`src/rtl/sag_pack.sv`:
```
// sag_pack: streaming bit packer placed behind a pext (parallel bit extract) stage.
// Extracted bits are appended LSB-first into a 16-bit accumulator and leave as
// 8-bit bytes over valid/ready. A packet tail is flushed as a tagged partial byte.

module pext (
   input  logic [7:0] data,
   input  logic [7:0] mask,
   output logic [7:0] result,
   output logic [3:0] count
);
   logic [7:0] res_s;
   logic [3:0] cnt_s;

   // Gather mask-selected data bits into the low end, keeping their order
   always_comb begin
      res_s = 8'h00;
      cnt_s = 4'd0;
      for (int i = 0; i < 8; i++) begin
         if (mask[i]) begin
            res_s[cnt_s[2:0]] = data[i];
            cnt_s             = cnt_s + 4'd1;
         end else begin
            cnt_s = cnt_s;
         end
      end
   end

   assign result = res_s;
   assign count  = cnt_s;
endmodule

module sag_pack (
   input  logic       clk,
   input  logic       rst,
   input  logic       in_valid,
   output logic       in_ready,
   input  logic [7:0] in_data,
   input  logic [7:0] in_mask,
   input  logic       in_last,
   output logic       out_valid,
   input  logic       out_ready,
   output logic [7:0] out_data,
   output logic [3:0] out_nbits,
   output logic       out_last
);
   localparam logic [1:0] ST_RUN   = 2'd0;
   localparam logic [1:0] ST_FLUSH = 2'd1;

   logic [15:0] acc_r;
   logic [3:0]  cnt_r;
   logic [1:0]  state_r;

   logic [7:0]  x_s;
   logic [3:0]  n_s;
   logic        in_fire_s;
   logic        out_fire_s;
   logic [15:0] acc_sh_s;
   logic [3:0]  cnt_sh_s;
   logic [15:0] acc_nx_s;
   logic [3:0]  cnt_nx_s;
   logic [1:0]  state_nx_s;

   pext u_pext (
      .data   (in_data),
      .mask   (in_mask),
      .result (x_s),
      .count  (n_s)
   );

   // Output side is a pure decode of the accumulator registers; the only
   // combinational pass-through is out_ready -> in_ready, which lets a full
   // accumulator drain and refill in the same cycle.
   assign out_valid  = (cnt_r >= 4'd8) || (state_r == ST_FLUSH);
   assign out_data   = acc_r[7:0];
   assign out_nbits  = (cnt_r >= 4'd8) ? 4'd8 : cnt_r;
   assign out_last   = (state_r == ST_FLUSH) && (cnt_r <= 4'd8);
   assign in_ready   = (state_r == ST_RUN) && ((cnt_r < 4'd8) || out_ready);

   assign out_fire_s = out_valid && out_ready;
   assign in_fire_s  = in_valid && in_ready;

   // Next accumulator: retire the outgoing byte first, then append new bits
   // above whatever remains (an accepted word always sees fewer than 8 bits left)
   always_comb begin
      acc_sh_s = acc_r;
      cnt_sh_s = cnt_r;
      if (out_fire_s) begin
         acc_sh_s = {8'h00, acc_r[15:8]};
         cnt_sh_s = (cnt_r >= 4'd8) ? (cnt_r - 4'd8) : 4'd0;
      end else begin
         acc_sh_s = acc_r;
         cnt_sh_s = cnt_r;
      end

      acc_nx_s = acc_sh_s;
      cnt_nx_s = cnt_sh_s;
      if (in_fire_s) begin
         acc_nx_s = acc_sh_s | ({8'h00, x_s} << cnt_sh_s);
         cnt_nx_s = cnt_sh_s + n_s;
      end else begin
         acc_nx_s = acc_sh_s;
         cnt_nx_s = cnt_sh_s;
      end
   end

   // Packet framing: enter FLUSH on the last word, leave when the last byte fires
   always_comb begin
      state_nx_s = state_r;
      case (state_r)
         ST_RUN: begin
            if (in_fire_s && in_last) begin
               state_nx_s = ST_FLUSH;
            end else begin
               state_nx_s = ST_RUN;
            end
         end
         ST_FLUSH: begin
            if (out_fire_s && out_last) begin
               state_nx_s = ST_RUN;
            end else begin
               state_nx_s = ST_FLUSH;
            end
         end
         default: begin
            state_nx_s = ST_RUN;
         end
      endcase
   end

   // Accumulator, bit count and framing state registers
   always_ff @(posedge clk or posedge rst) begin
      if (rst) begin
         acc_r   <= 16'h0000;
         cnt_r   <= 4'd0;
         state_r <= ST_RUN;
      end else begin
         acc_r   <= acc_nx_s;
         cnt_r   <= cnt_nx_s;
         state_r <= state_nx_s;
      end
   end
endmodule

```
`config.mk`:
```
export PLATFORM = sky130hd
export DESIGN_NAME = sag_pack
export DESIGN_NICKNAME = d
export VERILOG_FILES = /design/src/rtl/sag_pack.sv
export SDC_FILE = /design/constraint.sdc
export NUM_CORES = 1
export LEC_CHECK = 0
export BUFFER_PORTS_ARGS = -buffer_cell sky130_fd_sc_hd__buf_2
export CORE_AREA = 2 2 78 80
export DETAILED_ROUTE_END_ITERATION = 10
export DIE_AREA = 0 0 80 82
export PLACE_DENSITY_LB_ADDON = 0.15
export SETUP_SLACK_MARGIN = 0.1
export SLEW_MARGIN = 0
export SYNTH_ARGS = -nofsm -noshare
export SYNTH_HDL_FRONTEND = slang
export SYNTH_SLANG_ARGS = --single-unit
```
`constraint.sdc`:
```
create_clock -name clk -period 3.1 [get_ports clk]
set_clock_uncertainty 0.1 [all_clocks]
set_input_delay 0.62 -clock clk [delete_from_list [all_inputs] [get_ports clk]]
set_output_delay 0.62 -clock clk [all_outputs]
set_load 0.05 [all_outputs]
```
# == After elaboration in Yosys (flattened, before gate mapping) ==
# Index checks and enable logic that the tools add are counted.
# word_totals
word_cells,94
in_bits,21
regBits,22
# classes
magnitude_cmp,17
shifts,1
n_bitwise,1
n_reduce_logical,16
add_sub_neg,9
n_eq_ne,1
muxes,46
# ops
cell,n
$bwmux W8,7
$mux W8,7
$mux W4,11
$mux W16,2
$add A4 B1 Y4 const B,6
$lt A3 B4 Y1 const B,6
$demux W1 S3,7
$ge A3 B1 Y1 const B,6
$or A16 B16 Y16,1
$shl A8 B4 Y16,1
$logic_and A1 B1 Y1,13
$mux W1,11
$add A4 B4 Y4,1
$ge A4 B4 Y1 const B,1
$le A4 B4 Y1 const B,1
$lt A1 B4 Y1 const B,1
$lt A4 B4 Y1 const B,1
$pmux W2 S2,1
$sub A4 B4 Y4 const B,1
$add A1 B1 Y2 const B,1
$eq A2 B1 Y1 const B,1
$logic_not A2 Y1,1
$logic_or A1 B1 Y1,2
$ge A1 B1 Y1 const B,1

# == Logic depth before layout (Yosys ltp) ==
# logic_depth
word_depth,22
mapped_depth,24
ltp_nobuf,24

# == Cells and area by module ==
# A second synthesis with hierarchy kept.
# hier_totals
hier_cells,396
hier_area_um2,3006.6
# by_module_without_submodules
mod,seq_area_each_um2,instances,cells_per_inst,area_per_inst_um2
sag_pack,525.5,1,172,1506.4
pext,0.0,1,224,1500.2

# == Worst setup path after synthesis ==
# Ideal clock, no wire load.
# synth_path
path_type,input-to-reg
from,in in_mask[2]
to,reg cnt_r[3]
cell_stages,24
required_ps,2872
setup_ps,128
path_slack_ps,-2349
arrival_ps,5222
cell_sequence,buf_2 -> inv_1 -> fa_1 -> inv_1 -> ha_1 -> nand2b_1 -> o31a_1 -> ha_1 -> nor2b_1 -> nor3_1 -> ha_1 -> nand2_1 -> o41ai_2 -> ha_1 -> a21oi_1 -> o31ai_2 -> ha_1 -> mux2_2 -> ha_1 -> a21o_1 -> a21oi_1 -> xor2_1 -> xnor2_1 -> o21ai_0
# synth_via
elab_chain_cells,13
# synth_rtl
item,line_no,source
from (decl),38,"input logic [7:0] in_mask,"
$mux W4 *,19,if (mask[i]) begin
$add A4 B1 Y4,21,cnt_s = cnt_s + 4'd1;
$mux W4 *,19,
$add A4 B1 Y4,21,
$mux W4 *,19,
$add A4 B1 Y4,21,
$mux W4 *,19,
$add A4 B1 Y4,21,
$mux W4 *,19,
$add A4 B1 Y4,21,
$mux W4 *,19,
$add A4 B4 Y4 *,99,cnt_nx_s = cnt_sh_s + n_s;
$mux W4 *,97,if (in_fire_s) begin
net cnt_nx_s[3],60,logic [3:0] cnt_nx_s;
to (signal assigned),138,cnt_r <= cnt_nx_s;
to (decl),50,logic [3:0] cnt_r;
# The timed path passes the listed nets; every way through them passes the cells marked *.

# == Worst setup path in the final report ==
# layout_path
from,in in_mask[2]
to,reg acc_r[6]
# layout_via
elab_chain_cells,18
# layout_rtl
item,line_no,source
$mux W4,19,
$add A4 B1 Y4 (tied with other cells),21,
$mux W4 / $logic_and A1 B1 Y1 (equally long branches),"19, 20",
$add A4 B1 Y4 (tied with other cells),21,
$mux W4 (tied with other cells),19,
$add A4 B1 Y4 (tied with other cells),21,
$mux W4 (tied with other cells),19,
$add A4 B1 Y4 (tied with other cells),21,
(+3 left out),-,
$mux W1 (not written as such) / $bwmux W8 (equally long branches),20,res_s[cnt_s[2:0]] = data[i];
$demux W1 S3 / $mux W8 (equally long branches),-,
$bwmux W8,20,
$mux W8 *,19,
$shl A8 B4 Y16 *,98,"acc_nx_s = acc_sh_s | ({8'h00, x_s} << cnt_sh_s);"
$or A16 B16 Y16 *,98,
$mux W16 *,97,
net acc_nx_s[6],59,logic [15:0] acc_nx_s;
to (signal assigned),137,acc_r <= acc_nx_s;
to (decl),49,logic [15:0] acc_r;
# Marked as above.

==> out/qor.yml <==
outcome: "finished with violations"
violations: "negative setup slack"
yosys_most_used_dff: "dfrtp_1"
final_antenna_net_count: 0
end_kind: "register"
grt_usage_pct: 29.4
hold_path_end: "acc_r[13]$_DFF_PP0_"
fmax_mhz: 207
die_w_um: 80
synth_edf_count: 0
clock_sinks: 21
rsz0062_at_grt: "yes"
ys_types: 78
root_buffer: "clkbuf_8"
critPathSlowestCell: "fa_1"
post_drt_wl_per_cell_um: 17.2
maxCapViolations: 0
rr_startpoint: "cnt_r[3]$_DFF_PP0_"
startpoint_type: "primary input"
cp_max_fo: 6
synth_cells: 372
worst_pin_slew_ns: 0.791
grt_max_degree: 22
overflow: 0
clock_latency_ns: 0.26
start_util_pct: 52.1
ff2ff_path_depth: 8
die_h_um: 82
drc_errors: 0
critPathRequiredTime_ns: 3.19
crit_type: "in2reg"
nets: 533
hold_path_depth: 2
placedCellCount: 546
via_count: 3380
num_antenna_cells: 0
avgSynthCellArea_um2: 8.05
min_path_type: "reg2reg"
routed_wl_mm: 9.83
worstPathCellList: "buf_8, inv_4, fa_1, inv_2, ha_4, nand2b_4, o31a_1, ha_4, nor2b_4, nor3_2, ha_1, nand2_2, o41ai_4, buf_4, ha_4, nand2_4, xor2_4, xor2_4, nand2_2, o22ai_2, o22ai_4, mux4_2, and2_1, o21ai_1"
viasPerCell: 5.93
areaGrowthSynthToFinish_pct: 51.2
hold_viol_final: 0
r2r_slack_ns: 0.56
irDropWorstVdd_mv: 0.512
cp-startpoint: "in_mask[2]"
p_leak_nw: 2.02
numCtsBuffers: 3
final.setup.tns_ns: -27.90
max_stage_delay_ns: 0.56
final-setup-viol-count: 18
gp_congestion: 0.945
ys_ff_latch: 21
dpl.hpwl_mm: 7.27
portBuffers: 35
die-area_um2: 6560
htreeDepth: 1
ctsHoldBuffers: 0
drive_gt1_share_pct: 47.3
regArea_um2: 526
worst_path_dominant_cell_family: "adder cells"
slew_violations: 0
drt-initial-drc-count: 167
relSlewSlack_pct: 47.2
grt_pass1_wl_mm: 15.4
cts.path.max_buffers: 2
fin_crit_sh_pct: 155
cts_tree: "yes"
row_count: 28
synthArstFlopShare_pct: 100
total_power_mw: 3.21
ioPinCount: 36
min-delay-start: "acc_r[13]$_DFF_PP0_"
crit_arrival_ns: 4.91
fillCellCount: 417
ys_warn_count: 0
reg2reg_to: "acc_r[6]$_DFF_PP0_"
layout_setup_ws_ns: -1.72
path_buf_inv: 4
ys_seq_area_share_pct: 17.6
grt_pass1_vias: 3390
clkTransAtPathRegs_ns: 0.08
syn_area_um2: 2990
powerDensity_nw_per_um2: 709
multi_input_area_um2: 2740
period_needed_ns: 4.82
antenna_found_initial: 0
core_area_um2: 5750
fin_cells: 570
synth_nets: 409
cp_common_cell: "ha_4"
first_pass_iters: 5
tightest hold or removal path, stage by stage (launching register included):
cell and delay (ns):
dfrtp_1 0.35, nand2_1 0.05, o21ai_1 0.06
cells by family after synthesis:
| family | after synthesis | synth area share (%) |
|---|---|---|
| AO/OA/AOI/OAI | 109 | 26.6 |
| XOR/XNOR | 21 | 8.99 |
| adder cells (fa/ha/maj) | 16 | 7.19 |
| buffers and inverters | 41 | 6.73 |
| flip-flops | 21 | 17.6 |
| multiplexers | 22 | 8.03 |
| AND/OR/NAND/NOR | 142 | 24.9 |
how the worst max path moves through the flow:
stage                     cells past startpoint  slack (ns)            endpoint
after floorplan                              24       -2.09  cnt_r[3]$_DFF_PP0_
after global placement                       24       -2.04  acc_r[6]$_DFF_PP0_
after detailed placement                     24       -2.15  acc_r[6]$_DFF_PP0_
after CTS                                    24       -1.69  cnt_r[3]$_DFF_PP0_
after global routing                         24       -1.95  acc_r[6]$_DFF_PP0_
final                                        24       -1.72  acc_r[6]$_DFF_PP0_
per-stage QoR:
| step | hold slack, ns | instance area (µm²) | utilization (%) | setup WS, ns |
|---|---|---|---|---|
| floorplan | 0.346 | 3150 | - | -2.09 |
| global placement | 0.361 | 3930 | 68.5 | -2.04 |
| detailed placement | 0.372 | 3930 | 68.5 | -2.15 |
| CTS | 0.394 | 4360 | 75.8 | -1.69 |
| global route | 0.408 | 4530 | 78.8 | -1.95 |
| finish | 0.392 | 4530 | 78.8 | -1.72 |
per-layer routing:
metal  vias to the layer above  track usage (%)  wire, µm
li1                       1631                -         -
met3                        33             2.53       405
met5                         -                0         0
met2                       122             57.3      5290
met4                         0             11.7       368
met1                      1594             32.8      3760
cells in the mapped netlist, types with 7 or more instances:
library cell	instances	area [µm²]
xnor2_1	8	70.1
a21oi_1	14	70.1
nand3_1	7	35.0
a211oi_1	7	52.6
ha_1	14	175
o211ai_1	11	82.6
inv_1	16	60.1
mux2i_1	15	150
and2_1	10	62.6
nor2b_1	11	68.8
nor2_1	22	82.6
dfrtp_1	21	526
o21ai_0	13	65.1
clkbuf_1	9	33.8
nand2_1	41	154
o21ai_1	7	35.0
nor3_1	14	70.1
buf_4	9	67.6
nand2b_1	8	50.1
flip-flops by register name (all words and copies together) (netlist names):
| register | count |
|---|---|
| state_r | 1 |
| acc_r | 16 |
| cnt_r | 4 |
power breakdown:
group	internal [mW]	total, mW	switching, mW
clock network	0.0916	0.180	0.0880
logic	1.14	2.61	1.47
registers	0.360	0.424	0.0635
area by class of cell:
type	count	share of cell area (%)
Multi-Input combinational cell	310	60.5
Clock buffer	4	0.995
Tap cell	75	2.07
Sequential cell	21	11.6
Inverter	16	1.38
Timing Repair Buffer	144	23.5
what timing repair did:
| item | CTS | global route |
|---|---|---|
| pin swaps | 44 | 16 |
| endpoints found under the setup margin | 19 | 19 |
| gates resized for setup | 58 | 24 |
| setup buffers | 15 | 6 |
cells in the final DEF, fill, tap and decap left out, types with 8 or more instances in the layout:
cell type	instances
buf_2	33
buf_6	11
inv_1	12
o211ai_1	11
buf_4	97
nor2b_1	10
dfrtp_1	21
o21ai_1	11
nand2_1	35
nor2_1	17
ha_1	9
a21oi_1	8
mux2i_1	14
No activity file was read; power rests on OpenSTA's default activity.
